[src/rtl/tiny_host_ctrl_pkg.sv]
// Shared types and defaults for the tiny pairing core host controller.
package tiny_ctrl_pkg;

    localparam int W_DEF      = 198;
    localparam int AW_DEF     = 6;
    localparam int RD_LAT_DEF = 1;

    typedef enum logic [2:0] {
        ST_IDLE,
        ST_LOAD,
        ST_KICK,
        ST_WAIT,
        ST_RADDR,
        ST_RDATA,
        ST_ERR
    } state_e;

    // Bits needed to hold 0..n, never less than one.
    function automatic int cnt_w(input int n);
        return (n < 1) ? 1 : $clog2(n + 1);
    endfunction

endpackage

[src/rtl/tiny_host_ctrl_if.sv]
// Host-side operand/result streams of the controller.
interface tiny_host_ctrl_if
    import tiny_ctrl_pkg::*;
#(
    parameter int W = W_DEF
);
    logic         in_valid;
    logic         in_ready;
    logic [W-1:0] in_data;
    logic         out_valid;
    logic         out_ready;
    logic [W-1:0] out_data;
    logic         out_last;

    modport slave (
        input  in_valid, in_data, out_ready,
        output in_ready, out_valid, out_data, out_last
    );

    modport master (
        output in_valid, in_data, out_ready,
        input  in_ready, out_valid, out_data, out_last
    );
endinterface

[src/rtl/tiny_host_ctrl_watchdog.sv]
// Saturating cycle counter guarding the wait for core completion.
module tiny_ctrl_watchdog #(
    parameter int TO_W = 20
) (
    input  logic clk,
    input  logic reset,
    input  logic clr,
    input  logic en,
    output logic at_zero,
    output logic expired
);

    logic [TO_W-1:0] cnt_q, cnt_d;

    assign expired = &cnt_q;
    assign at_zero = (cnt_q == '0);

    // Clear wins; otherwise count up and stick at all-ones.
    always_comb begin
        cnt_d = cnt_q;
        if (clr)
            cnt_d = '0;
        else if (en && !expired)
            cnt_d = cnt_q + TO_W'(1);
    end

    // Counter register.
    always_ff @(posedge clk) begin
        if (!reset)
            cnt_q <= '0;
        else
            cnt_q <= cnt_d;
    end

endmodule

[src/rtl/tiny_host_ctrl.sv]
// Host sequencer: load operands into core RAM, run the core, drain results.
module tiny_host_ctrl
    import tiny_ctrl_pkg::*;
#(
    parameter int W        = W_DEF,
    parameter int AW       = AW_DEF,
    parameter int IN_BASE  = 0,
    parameter int N_IN     = 6,
    parameter int OUT_BASE = 9,
    parameter int N_OUT    = 6,
    parameter int RD_LAT   = RD_LAT_DEF,
    parameter int TO_W     = 20
) (
    input  logic          clk,
    input  logic          reset,
    input  logic          start,
    output logic          busy,
    output logic          err_timeout,
    tiny_host_ctrl_if.slave host,
    output logic          core_reset,
    output logic          core_sel,
    output logic [AW-1:0] core_addr,
    output logic          core_w,
    output logic [W-1:0]  core_data,
    input  logic [W-1:0]  core_out,
    input  logic          core_done
);

    localparam int CW = cnt_w((N_IN > N_OUT) ? N_IN : N_OUT);
    localparam int LW = cnt_w(RD_LAT);
    localparam logic [AW-1:0] IN_BASE_A  = AW'(IN_BASE);
    localparam logic [AW-1:0] OUT_BASE_A = AW'(OUT_BASE);

    state_e          state_q, state_d;
    logic [CW-1:0]   cnt_q, cnt_d, cnt_inc;
    logic [LW-1:0]   lat_q, lat_d;
    logic            busy_q, busy_d;
    logic            in_ready_q, in_ready_d;
    logic            out_valid_q, out_valid_d;
    logic            out_last_q, out_last_d;
    logic [W-1:0]    out_data_q, out_data_d;
    logic            err_q, err_d;
    logic            core_reset_q, core_reset_d;
    logic            core_sel_q, core_sel_d;
    logic [AW-1:0]   core_addr_q, core_addr_d;
    logic            core_w_q, core_w_d;
    logic [W-1:0]    core_data_q, core_data_d;
    logic            wd_first, wd_expired;

    // Timer only runs while waiting on the core; any other state holds it at zero.
    tiny_ctrl_watchdog #(.TO_W(TO_W)) u_wd (
        .clk     (clk),
        .reset   (reset),
        .clr     (state_q != ST_WAIT),
        .en      (state_q == ST_WAIT),
        .at_zero (wd_first),
        .expired (wd_expired)
    );

    assign cnt_inc = cnt_q + CW'(1);

    // Next-state and next-output logic; every output is set one cycle ahead.
    always_comb begin
        state_d      = state_q;
        cnt_d        = cnt_q;
        lat_d        = lat_q;
        busy_d       = busy_q;
        in_ready_d   = in_ready_q;
        out_valid_d  = out_valid_q;
        out_last_d   = out_last_q;
        out_data_d   = out_data_q;
        err_d        = err_q;
        core_reset_d = core_reset_q;
        core_sel_d   = core_sel_q;
        core_addr_d  = core_addr_q;
        core_w_d     = 1'b0;
        core_data_d  = core_data_q;
        unique case (state_q)
            ST_IDLE, ST_ERR: begin
                if (start) begin
                    state_d    = ST_LOAD;
                    cnt_d      = '0;
                    busy_d     = 1'b1;
                    in_ready_d = 1'b1;
                    err_d      = 1'b0;
                end
            end
            ST_LOAD: begin
                if (host.in_valid && in_ready_q) begin
                    core_w_d    = 1'b1;
                    core_addr_d = IN_BASE_A + AW'(cnt_q);
                    core_data_d = host.in_data;
                    cnt_d       = cnt_inc;
                    if (cnt_q == CW'(N_IN - 1)) begin
                        in_ready_d = 1'b0;
                        state_d    = ST_KICK;
                    end
                end
            end
            ST_KICK: begin
                // Hold the core in reset for one cycle with its FSM owning the RAM port.
                core_sel_d   = 1'b0;
                core_reset_d = 1'b1;
                state_d      = ST_WAIT;
            end
            ST_WAIT: begin
                core_reset_d = 1'b0;
                core_sel_d   = 1'b0;
                // done seen in the first cycle predates the core's release, so skip it.
                if (core_done && !wd_first) begin
                    state_d      = ST_RADDR;
                    cnt_d        = '0;
                    lat_d        = '0;
                    core_reset_d = 1'b1;
                    core_sel_d   = 1'b1;
                    core_addr_d  = OUT_BASE_A;
                end else if (wd_expired) begin
                    state_d      = ST_ERR;
                    err_d        = 1'b1;
                    busy_d       = 1'b0;
                    core_reset_d = 1'b1;
                    core_sel_d   = 1'b1;
                end
            end
            ST_RADDR: begin
                // Address is on the port from the first RADDR cycle; core_out is valid RD_LAT later.
                if (lat_q == LW'(RD_LAT)) begin
                    out_data_d  = core_out;
                    out_valid_d = 1'b1;
                    out_last_d  = (cnt_q == CW'(N_OUT - 1));
                    state_d     = ST_RDATA;
                end else begin
                    lat_d = lat_q + LW'(1);
                end
            end
            ST_RDATA: begin
                if (host.out_ready) begin
                    out_valid_d = 1'b0;
                    out_last_d  = 1'b0;
                    if (out_last_q) begin
                        state_d = ST_IDLE;
                        busy_d  = 1'b0;
                    end else begin
                        cnt_d       = cnt_inc;
                        lat_d       = '0;
                        core_addr_d = OUT_BASE_A + AW'(cnt_inc);
                        state_d     = ST_RADDR;
                    end
                end
            end
            default: state_d = ST_IDLE;
        endcase
    end

    // State and output registers with synchronous active-low reset.
    always_ff @(posedge clk) begin
        if (!reset) begin
            state_q      <= ST_IDLE;
            cnt_q        <= '0;
            lat_q        <= '0;
            busy_q       <= 1'b0;
            in_ready_q   <= 1'b0;
            out_valid_q  <= 1'b0;
            out_last_q   <= 1'b0;
            out_data_q   <= '0;
            err_q        <= 1'b0;
            core_reset_q <= 1'b1;
            core_sel_q   <= 1'b1;
            core_addr_q  <= '0;
            core_w_q     <= 1'b0;
            core_data_q  <= '0;
        end else begin
            state_q      <= state_d;
            cnt_q        <= cnt_d;
            lat_q        <= lat_d;
            busy_q       <= busy_d;
            in_ready_q   <= in_ready_d;
            out_valid_q  <= out_valid_d;
            out_last_q   <= out_last_d;
            out_data_q   <= out_data_d;
            err_q        <= err_d;
            core_reset_q <= core_reset_d;
            core_sel_q   <= core_sel_d;
            core_addr_q  <= core_addr_d;
            core_w_q     <= core_w_d;
            core_data_q  <= core_data_d;
        end
    end

    assign busy           = busy_q;
    assign err_timeout    = err_q;
    assign host.in_ready  = in_ready_q;
    assign host.out_valid = out_valid_q;
    assign host.out_last  = out_last_q;
    assign host.out_data  = out_data_q;
    assign core_reset     = core_reset_q;
    assign core_sel       = core_sel_q;
    assign core_addr      = core_addr_q;
    assign core_w         = core_w_q;
    assign core_data      = core_data_q;

endmodule

[src/flat_wrapper.sv]
// flat-port wrapper written by rule: the top's interface ports become plain ports
module tiny_host_ctrl_flat import tiny_ctrl_pkg::*;
#(
    parameter int W        = W_DEF,
    parameter int AW       = AW_DEF,
    parameter int IN_BASE  = 0,
    parameter int N_IN     = 6,
    parameter int OUT_BASE = 9,
    parameter int N_OUT    = 6,
    parameter int RD_LAT   = RD_LAT_DEF,
    parameter int TO_W     = 20
)
  (clk, reset, start, busy, err_timeout, core_reset, core_sel, core_addr, core_w, core_data, core_out, core_done, host_in_valid, host_in_data, host_out_ready, host_in_ready, host_out_valid, host_out_data, host_out_last);
  tiny_host_ctrl_if #(.W(W)) host_i ();
  input  logic clk;
  input  logic reset;
  input  logic start;
  output logic busy;
  output logic err_timeout;
  output logic core_reset;
  output logic core_sel;
  output logic [AW-1:0] core_addr;
  output logic core_w;
  output logic [W-1:0] core_data;
  input  logic [W-1:0] core_out;
  input  logic core_done;
  input wire logic [$bits(host_i.in_valid)-1:0] host_in_valid;
  input wire logic [$bits(host_i.in_data)-1:0] host_in_data;
  input wire logic [$bits(host_i.out_ready)-1:0] host_out_ready;
  output wire logic [$bits(host_i.in_ready)-1:0] host_in_ready;
  output wire logic [$bits(host_i.out_valid)-1:0] host_out_valid;
  output wire logic [$bits(host_i.out_data)-1:0] host_out_data;
  output wire logic [$bits(host_i.out_last)-1:0] host_out_last;
  assign host_i.in_valid = host_in_valid;
  assign host_i.in_data = host_in_data;
  assign host_i.out_ready = host_out_ready;
  assign host_in_ready = host_i.in_ready;
  assign host_out_valid = host_i.out_valid;
  assign host_out_data = host_i.out_data;
  assign host_out_last = host_i.out_last;
  tiny_host_ctrl #(.W(W), .AW(AW), .IN_BASE(IN_BASE), .N_IN(N_IN), .OUT_BASE(OUT_BASE), .N_OUT(N_OUT), .RD_LAT(RD_LAT), .TO_W(TO_W)) u_core (.clk(clk), .reset(reset), .start(start), .busy(busy), .err_timeout(err_timeout), .host(host_i), .core_reset(core_reset), .core_sel(core_sel), .core_addr(core_addr), .core_w(core_w), .core_data(core_data), .core_out(core_out), .core_done(core_done));
endmodule
[config.mk]
export PLATFORM = sky130hd
export DESIGN_NAME = tiny_host_ctrl_flat
export DESIGN_NICKNAME = d
export VERILOG_FILES = /design/src/rtl/tiny_host_ctrl_pkg.sv /design/src/rtl/tiny_host_ctrl_if.sv /design/src/rtl/tiny_host_ctrl_watchdog.sv /design/src/rtl/tiny_host_ctrl.sv /design/src/flat_wrapper.sv
export SDC_FILE = /design/constraint.sdc
export NUM_CORES = 1
export LEC_CHECK = 0
export CAP_MARGIN = 20
export CORE_AREA = 2 2 319 321
export DETAILED_ROUTE_END_ITERATION = 8
export DIE_AREA = 0 0 321 323
export GPL_TIMING_DRIVEN = 0
export PLACE_DENSITY_LB_ADDON = 0.25
export SLEW_MARGIN = 30
export SYNTH_ARGS = -nofsm -noshare
export SYNTH_HDL_FRONTEND = slang
export SYNTH_SLANG_ARGS = --single-unit
[constraint.sdc]
create_clock -name clk -period 2.7 [get_ports clk]
set_input_delay 0.54 -clock clk [delete_from_list [all_inputs] [get_ports clk]]
set_output_delay 0.54 -clock clk [all_outputs]
set_load 0.01 [all_outputs]
**Word level (Yosys, flattened, before mapping)**

Index checks and enable logic that the tools add are counted.

- Word-level logic and storage cells: 116
- Bits in writable memories: 0
- Input bits: 402
- Bits in registers: 437
- Memories: 0
- Bits in latches: 0
- ROM bits: 0
- Output and inout bits: 410

- Add/sub/neg operators: 4
- Equality and inequality tests: 19
- Bitwise gates (word level): 1
- Shift-type cells: 0
- Multipliers: 0
- $lt $le $gt $ge: 0
- Muxes and demuxes: 48
- Reductions and logical operators: 29
- Divide/modulo/power cells: 0

Operators by type and width:

| cell | number |
|---|---|
| two-way mux 3 bit | 13 |
| two-way mux 6 bit | 4 |
| adder 20 x 1 -> 20 bit, second input constant | 1 |
| zero test 20 bit | 1 |
| two-way mux 1 bit | 20 |
| AND reduction 20 bit | 1 |
| one-hot mux 3 bit (6 select lines) | 1 |
| one-hot mux 6 bit (3 select lines) | 1 |
| AND reduction 6 bit | 3 |
| == test 3 bit, second input constant | 4 |
| inequality test 2 x 1 -> 1 bit, second input constant | 6 |
| one-hot mux 1 bit (2 select lines) | 6 |
| one-hot mux 3 bit (4 select lines) | 1 |
| AND reduction 4 bit | 3 |
| nonzero test 3 bit | 3 |
| inequality test 2 bit, second input constant | 4 |
| nonzero test 2 bit | 4 |
| == test 3 x 2 -> 1 bit, second input constant | 2 |
| one-hot mux 1 bit (3 select lines) | 2 |
| AND reduction 2 bit | 3 |
| adder 4 x 3 -> 5 bit, first input constant | 1 |
| AND reduction 5 bit | 1 |
| nonzero test 4 bit | 1 |
| OR reduction 2 bit | 2 |
| other kinds (10) | 13 |

**Depth between registers and ports, before layout**

Gate-level depths: netlist (run 1).

- Depth in word-level cells: 5
- Gate-level depth with buffers: 8
- Gate-level depth less buffers: 7

**Modules after synthesis**

From an unflattened synthesis (run 1), not the netlist that was laid out.

- Cell total of the unflattened synthesis: 2012
- Area total of the unflattened synthesis: 15930.3 um^2

Modules (own cells, without submodules):

| module | instances | seq. area each (um^2) | cells an instance | area each (um^2) |
|---|---|---|---|---|
| tiny_host_ctrl | 1 | 8328.0 | 1862 | 14736.6 |
| tiny_ctrl_watchdog | 1 | 400.4 | 150 | 1193.6 |

**Worst setup path after synthesis (run 1)**

Ideal clock, no wire load.

- Kind: flip-flop to flip-flop
- Start: register u_core.state_q[2]
- End: register u_core.state_q[0]
- Data arrival time: 1.989 ns
- Path buffers: 2
- Period minus slack after synthesis: 2.058 ns
- Slack: 0.642 ns
- Cell stages (with the launch flop): 9
- Path through: dfxtp_1 -> buf_2 -> buf_2 -> inv_1 -> ha_1 -> a21boi_0 -> or3b_2 -> mux2_2 -> o21ai_1

- Word-level cells in the longest chain between the ends: 4
- Elaborated cells between the ends (all ways): 16
- Classes of those cells: eq/ne: 12; mux: 1; reduce/logical: 3

RTL lines:

| element | RTL line | text |
|---|---|---|
| start: declaration | tiny_host_ctrl.sv:34 | `state_e state_q, state_d;` |
| start signal: assignment | tiny_host_ctrl.sv:173 | `state_q <= state_d;` |
| == test 3 bit or zero test 3 bit (tied branches) | tiny_host_ctrl.sv:78 | `unique case (state_q)` |
| OR reduction 2 bit | tiny_host_ctrl.sv:78 |  |
| inequality test 2 bit (no line) | n/a |  |
| AND reduction 6 bit (no line) | n/a |  |

Several ways; a longest one is shown, not always the timed one.
A chain may end at the register's enable or synchronous reset.

**Final worst setup path (run 1)**

- Start: register u_core.state_q[1]
- End: register u_core.out_data_q[140] (netlist: u_core.host.out_data[140])

- Word-level cells in the longest chain between the ends: 2

RTL lines:

| element | RTL line | text |
|---|---|---|
| == test 3 bit | tiny_host_ctrl.sv:78 |  |
| AND reduction 2 bit (no line) | n/a |  |
| end signal: assignment | tiny_host_ctrl.sv:180 | `out_data_q <= out_data_d;` |
| end: declaration | tiny_host_ctrl.sv:41 | `logic [W-1:0] out_data_q, out_data_d;` |

Every way passes these cells.

==> results of run 1 <==
## final timing paths
| check | startpoint | end | cells after the start |
|---|---|---|---|
| setup / recovery | u_core.state_q[1] | u_core.host.out_data[140] | 8 |
| hold / removal | u_core.core_addr[1] | u_core.core_addr[1] | 2 |
| setup reg to reg | u_core.state_q[1] | u_core.host.out_data[140] | 8 |
| hold reg to reg | u_core.core_addr[1] | u_core.core_addr[1] | 2 |
## cell usage after synthesis, drive strengths merged (2+ instances only)
master / n / area (µm²)
clkbuf: 102 / 383
nand2b: 3 / 18.8
nor3: 12 / 96.4
xnor2: 14 / 123
nand4: 7 / 50.1
nor3b: 4 / 30.0
mux2i: 3 / 30.0
mux2: 2 / 22.5
o41ai: 3 / 52.6
nor2b: 3 / 18.8
a21o: 2 / 15.0
and2: 3 / 18.8
o21ai: 15 / 78.8
xor2: 4 / 35.0
a21oi: 10 / 50.1
nor2: 30 / 115
or4: 2 / 15.0
a211oi: 5 / 37.5
nand2: 820 / 3080
nor4: 6 / 56.3
a31oi: 2 / 12.5
inv: 8 / 30.0
o31ai: 2 / 15.0
or3: 3 / 23.8
o221a: 3 / 33.8
and4: 2 / 17.5
nand3: 15 / 80.1
a21boi: 401 / 3010
and3: 3 / 18.8
dfxtp: 436 / 8730
ha: 7 / 87.6
nor4b: 2 / 17.5
buf: 46 / 243
## layer usage
layer	vias to the layer above	track usage, %	routed length, µm
met5	-	0	37
met4	6	4.95	2330
met3	112	5.12	6720
met2	544	25.2	38300
met1	7573	16.7	32000
li1	8271	-	-
## sequential cells by signal (all words and copies together) (netlist names), 3 cells and up
signal and cells:
u_core.u_wd.cnt_q 20, u_core.host.out_data 198, u_core.state_q 3, u_core.core_data 198
u_core.core_addr 5, u_core.cnt_q 3
## power by group through the flow
stage               sequential [µW]  combinational, µW  clock, µW
floorplan                      6880                670          0
global placement               6830               1990          0
detailed placement             6830               1980          0
CTS                            6690               1990       8120
global route                   6700               2130       8340
finish                         6690               1960       7800
## worst max-delay path: cells and delay by family, from the launching register on
family                 cells  cell delay, ns
buffers and inverters      4            1.21
AOI/OAI and AO/OA          1            0.15
DFF                        1            0.34
and+or+nand+nor            3            0.77
## stage by stage
step,utilization [%],instance area [µm²],instances,hold WS [ns]
after floorplan,-,16800,2001,0.470
final,28.3,28500,4220,0.448
after CTS,28.3,28500,4216,0.388
after global routing,28.3,28500,4216,0.424
after global placement,26.4,26600,4119,0.439
after detailed placement,26.4,26600,4120,0.444
## cell families after synthesis
group | share of synthesized area (%)
AND/OR/NAND/NOR | 22.1
XOR/XNOR | 0.937
other | 0.0223
adder cells (fa/ha/maj) | 0.520
buffers and inverters | 3.90
flip-flops | 51.9
multiplexers | 0.312
AO/OA/AOI/OAI | 20.3
## timing repair
item	in CTS	in global routing
gates resized for setup	7	6
setup endpoints to repair	126	38
hold buffers	0	0
## cell type report
cell class                 count  area (µm²)
inverter                       8        30.0
buffer                       147         639
fill                       10900       72200
sequential                   436        8730
clock buffer                  73        1550
timing repair buffer         810        8130
clock inverter                24         337
tap                         1309        1640
antenna                        4        10.0
multi-input combinational   1409        7450
==> flow_summary_export.csv, run 1 <==
group,metric,value,unit
sta,period_minus_slack,2.57,ns
worst_setup_path,crit_type,"reg2reg",
worst_setup_path,cp_data_required_time,3.25,ns
sta,final.setup.worst_slack,0.131,ns
worst_setup_path,cp.arrival,3.12,ns
hold_path,worstHoldPathType,"reg2reg",
global_routing,grt_use_total,14.6,%
die,rows,117,
sta,fin_skew,0.0339,ns
global_routing,grt_pass1_vias,16300,
sta,fmax,389,MHz
finish,syn_to_final_growth,69.4,%
yosys,synthesis.nets,2410,
sta,grt_setup_unrepaired,"false",
yosys,synth-main-ff-cell,"dfxtp_1",
finish,nets,3274,
yosys,netlist_instances,2001,
cts,cts_tree,"done",
power_and_ir_drop,switching_share,24.4,%
power_and_ir_drop,seq_power_share,40.7,%
global_routing,grt_max_degree,14,
worst_setup_path,cp_slowest_cell,"buf_2",
sta,setup_viol,0,
outcome,status,"completed",
cts,clk_latency,0.62,ns
die,start_util,16.7,%
die,die_h,323,µm
sta,finalHoldViolations,0,
detailed_routing,drt_wl_total,79.4,mm
place,preCtsSetupSlack,-0.835,ns
worst_setup_path,r2r_slack,0.13,ns
worst_setup_path,critPathCaptureType,"register",
yosys,avgSynthCellArea,8.41,µm²
worst_setup_path,crit_path_max_incr_delay,0.37,ns
cts,cts-root-buf,"clkbuf_16",
die,dieArea,0.104,mm²
die,dieWidth,321,µm
detailed_routing,ant_nets,0,
cts,clockBufferDepth,3,
worst_setup_path,worstPathCellList,"buf_4 -> nor2_1 -> and3_1 -> clkbuf_4 -> buf_2 -> buf_2 -> nand2_1 -> a21boi_1",
finish,layout_commonest_cell,"nand2_1",
place,port_buffers,809,
place,hpwl,63.3,mm
detailed_routing,wl_per_cell,18.8,µm
power_and_ir_drop,vdd_drop_max,0.446,mV
detailed_routing,drtPass1Iterations,4,
sta,tns,0,ns
detailed_routing,vias_per_cell,3.91,
cts,postCtsSetupRepairBufs,0,
power_and_ir_drop,power_density,577,mW/mm²
yosys,synth_warnings,0,
flow_run,drv_cap,0,
cts,htree_levels,2,
detailed_routing,drt_iter0_markers,607,
finish,final_cell_mix,"820 x nand2_1, 809 x clkdlybuf4s50_1, 436 x dfxtp_1",
global_routing,grt_overflow,0,
cts,path_clk_slew,0.06,ns
yosys,async_reset_ff_share,0,%
cts,cts.sinks,436,
power_and_ir_drop,p_int,12400,µW
yosys,synth_seq_cells,436,
power_and_ir_drop,combPwrFrac,11.9,%
yosys,seq_area_frac_synth,51.9,%
global_routing,grt_pass1_wl,112,mm
yosys,synth_edf_count,0,
yosys,syn_area,0.0168,mm²
worst_setup_path,cp_max_fo,10,
sta,worst_pin_slew,0.902,ns
place,gp_congestion,0.809,
die,core,0.101,mm²
sta,period_share,95.2,%
global_routing,antenna_found_initial,8,
yosys,ys_types,70,
power_and_ir_drop,p_total,16500,µW
power_and_ir_drop,p_leak,0.00937,µW
power_and_ir_drop,pwr-share-clk,47.4,%
die,ios,812,
power_and_ir_drop,switchingPower,4020,µW
worst_setup_path,crit_top_cell,"buf_2",
cts,cts_buffers,53,
finish,drive_above_1_share,5.74,%
detailed_routing,drc,0,
worst_setup_path,start_kind,"register",
detailed_routing,vias,16500,
sta,slew_violations,0,
sta,max_slew_margin,39.9,%
(Power assumes the default switching activity.)
==> run 2: changes to the inputs <==
- CTS_CLUSTER_SIZE: default -> 16
==> run 2 against run 1 <==
Cell count unchanged. Global-route usage hardly changed. Sequential cell count unchanged. Register-to-register slack barely moved. Wire length barely moved. Clock power shrank 1%. Critical path depth unchanged. Utilization hardly changed. Clock skew is 0.0028 ns lower. Via count is essentially flat. Maximum frequency is 0.10% higher. Critical path type unchanged. Largest power group unchanged.
==> flow_summary_export.csv, run 2 (synthesized netlist as in run 1, its figures left out) <==
group,metric,value,unit
sta,fmax,390,MHz
worst_setup_path,crit_start,"u_core.state_q[1]",
cts,cts_buffers,53,
place,gp_congestion,0.809,
cts,path_clk_slew,0.06,ns
global_routing,grt_use_total,14.6,%
sta,whs,0.448,ns
detailed_routing,drt_wl_total,79.4,mm
place,port_buffers,809,
finish,multi_input_area,0.00745,mm²
cts,hold_buffers,0,
cts,postCtsSetupRepairBufs,0,
finish,postLayoutCoreUtil,28.3,%
place,place_inst,4120,
sta,finalHoldViolations,0,
cts,cts.sinks,436,
die,dieArea,0.104,mm²
sta,final.setup.worst_slack,0.133,ns
cts,cts_tree,"done",
finish,seq_area,0.00873,mm²
finish,syn_to_final_growth,69.2,%
detailed_routing,drtPass1Iterations,4,
sta,period_share,95.1,%
power_and_ir_drop,p_int,12300,µW
detailed_routing,ant_nets,0,
die,start_util,16.7,%
cts,cts-root-buf,"clkbuf_16",
global_routing,antenna_found_initial,8,
worst_setup_path,crit_type,"reg2reg",
worst_setup_path,start_kind,"register",
hold_path,min_from,"u_core.core_addr[1]",
global_routing,grt_max_degree,14,
worst_setup_path,cp_data_required_time,3.25,ns
power_and_ir_drop,combPwrFrac,12.0,%
sta,period_minus_slack,2.57,ns
finish,layout_commonest_cell,"nand2_1",
die,dieWidth,321,µm
power_and_ir_drop,p_total,16300,µW
detailed_routing,wl_per_cell,18.8,µm
finish,nets,3274,
sta,fin_skew,0.0311,ns
sta,grt_setup_unrepaired,"false",
finish,final_cells,4220,
detailed_routing,drt_iter0_markers,612,
power_and_ir_drop,p_leak,0.00935,µW
hold_path,worstHoldPathType,"reg2reg",
sta,worst_pin_slew,0.866,ns
power_and_ir_drop,vdd_drop_max,0.447,mV
flow_run,drv_cap,0,
sta,setup_viol,0,
detailed_routing,vias_per_cell,3.91,
global_routing,grt_pass1_wl,112,mm
global_routing,grt_pass1_vias,16300,
finish,final_cell_mix,"820 x nand2_1, 809 x clkdlybuf4s50_1, 436 x dfxtp_1",
finish,drive_above_1_share,5.71,%
sta,max_slew_margin,42.3,%
outcome,status,"completed",
worst_setup_path,cp_max_fo,10,
die,ios,812,
cts,clockBufferDepth,3,
power_and_ir_drop,pwr-share-clk,47.1,%
worst_setup_path,cp.arrival,3.11,ns
worst_setup_path,critPathCaptureType,"register",
place,hpwl,63.3,mm
cts,clk_latency,0.62,ns
sta,slew_violations,0,
detailed_routing,drc,0,
power_and_ir_drop,power_density,574,mW/mm²
cts,htree_levels,2,
global_routing,grt_overflow,0,
worst_setup_path,r2r-start,"u_core.state_q[1]",
power_and_ir_drop,switching_share,24.6,%
power_and_ir_drop,switchingPower,4020,µW
die,die_h,323,µm
detailed_routing,vias,16500,
die,core,0.101,mm²
finish,nFillCells,10900,
place,preCtsSetupSlack,-0.835,ns
die,rows,117,
power_and_ir_drop,seq_power_share,40.9,%
==> run 2: cell types whose count changed in the layout (fill, tap and decap cells not counted) <==
cell	delta
bufinv_16	-1
clkbuf_1	+1
clkbuf_8	-1
clkinvlp_4	+1
==> run 2: critical path, cell delays in order (launching register included) <==
cell and delay, ns:
dfxtp_1 0.34, buf_4 0.18, nor2_1 0.25, and3_1 0.33, clkbuf_4 0.34, buf_2 0.37
buf_2 0.32, nand2_1 0.18, a21boi_1 0.15
==> run 2: metrics by stage <==
stage	setup TNS (ns)	instance area, µm²
4_1_cts	-0.0147	28500
2_1_floorplan	0	16800
3_3_place_gp	-163.71	26600
6_report	0	28500
5_1_grt	0	28500
3_5_place_dp	-76.95	26600
==> run 2: cell type report <==
type                    count  share of cell area (%)
diodes                      4                  0.0352
plain buffers             147                    2.25
clock buffers              73                    5.42
clock inverters            24                    1.10
inverters                   8                   0.105
multi-input cells        1409                    26.2
flip-flops and latches    436                    30.7
well taps                1309                    5.75
repair buffers            810                    28.5
==> run 2: path summary, 6_finish.rpt <==
path | endpoint | slack [ns] | cells after the start
worst min register to register | u_core.core_addr[1] | 0.45 | 2
worst max register to register | u_core.host.out_data[140] | 0.13 | 8
worst min-delay path | u_core.core_addr[1] | 0.45 | 2
worst max-delay path | u_core.host.out_data[140] | 0.13 | 8
==> run 2: timing repair <==
item,CTS,global route
gates resized for setup,7,6
setup endpoints to repair,126,38
hold endpoints to repair,0,0
pin swaps,0,0
==> run 2: layer usage <==
| layer | share of wire [%] | global-route usage, % | up-vias |
|---|---|---|---|
| met5 | 0.047 | 0 | - |
| met4 | 3.0 | 4.98 | 6 |
| met3 | 8.5 | 5.08 | 112 |
| met2 | 48 | 25.2 | 551 |
| met1 | 40 | 16.7 | 7548 |
| li1 | - | - | 8279 |
==> run 2: power groups by stage <==
stage               Sequential, µW  Combinational, µW  Clock, µW
detailed placement            6830               1980          0
global route                  6700               2130       8220
floorplan                     6880                670          0
finish                        6690               1960       7690
CTS                           6690               1990       8000
global placement              6830               1990          0
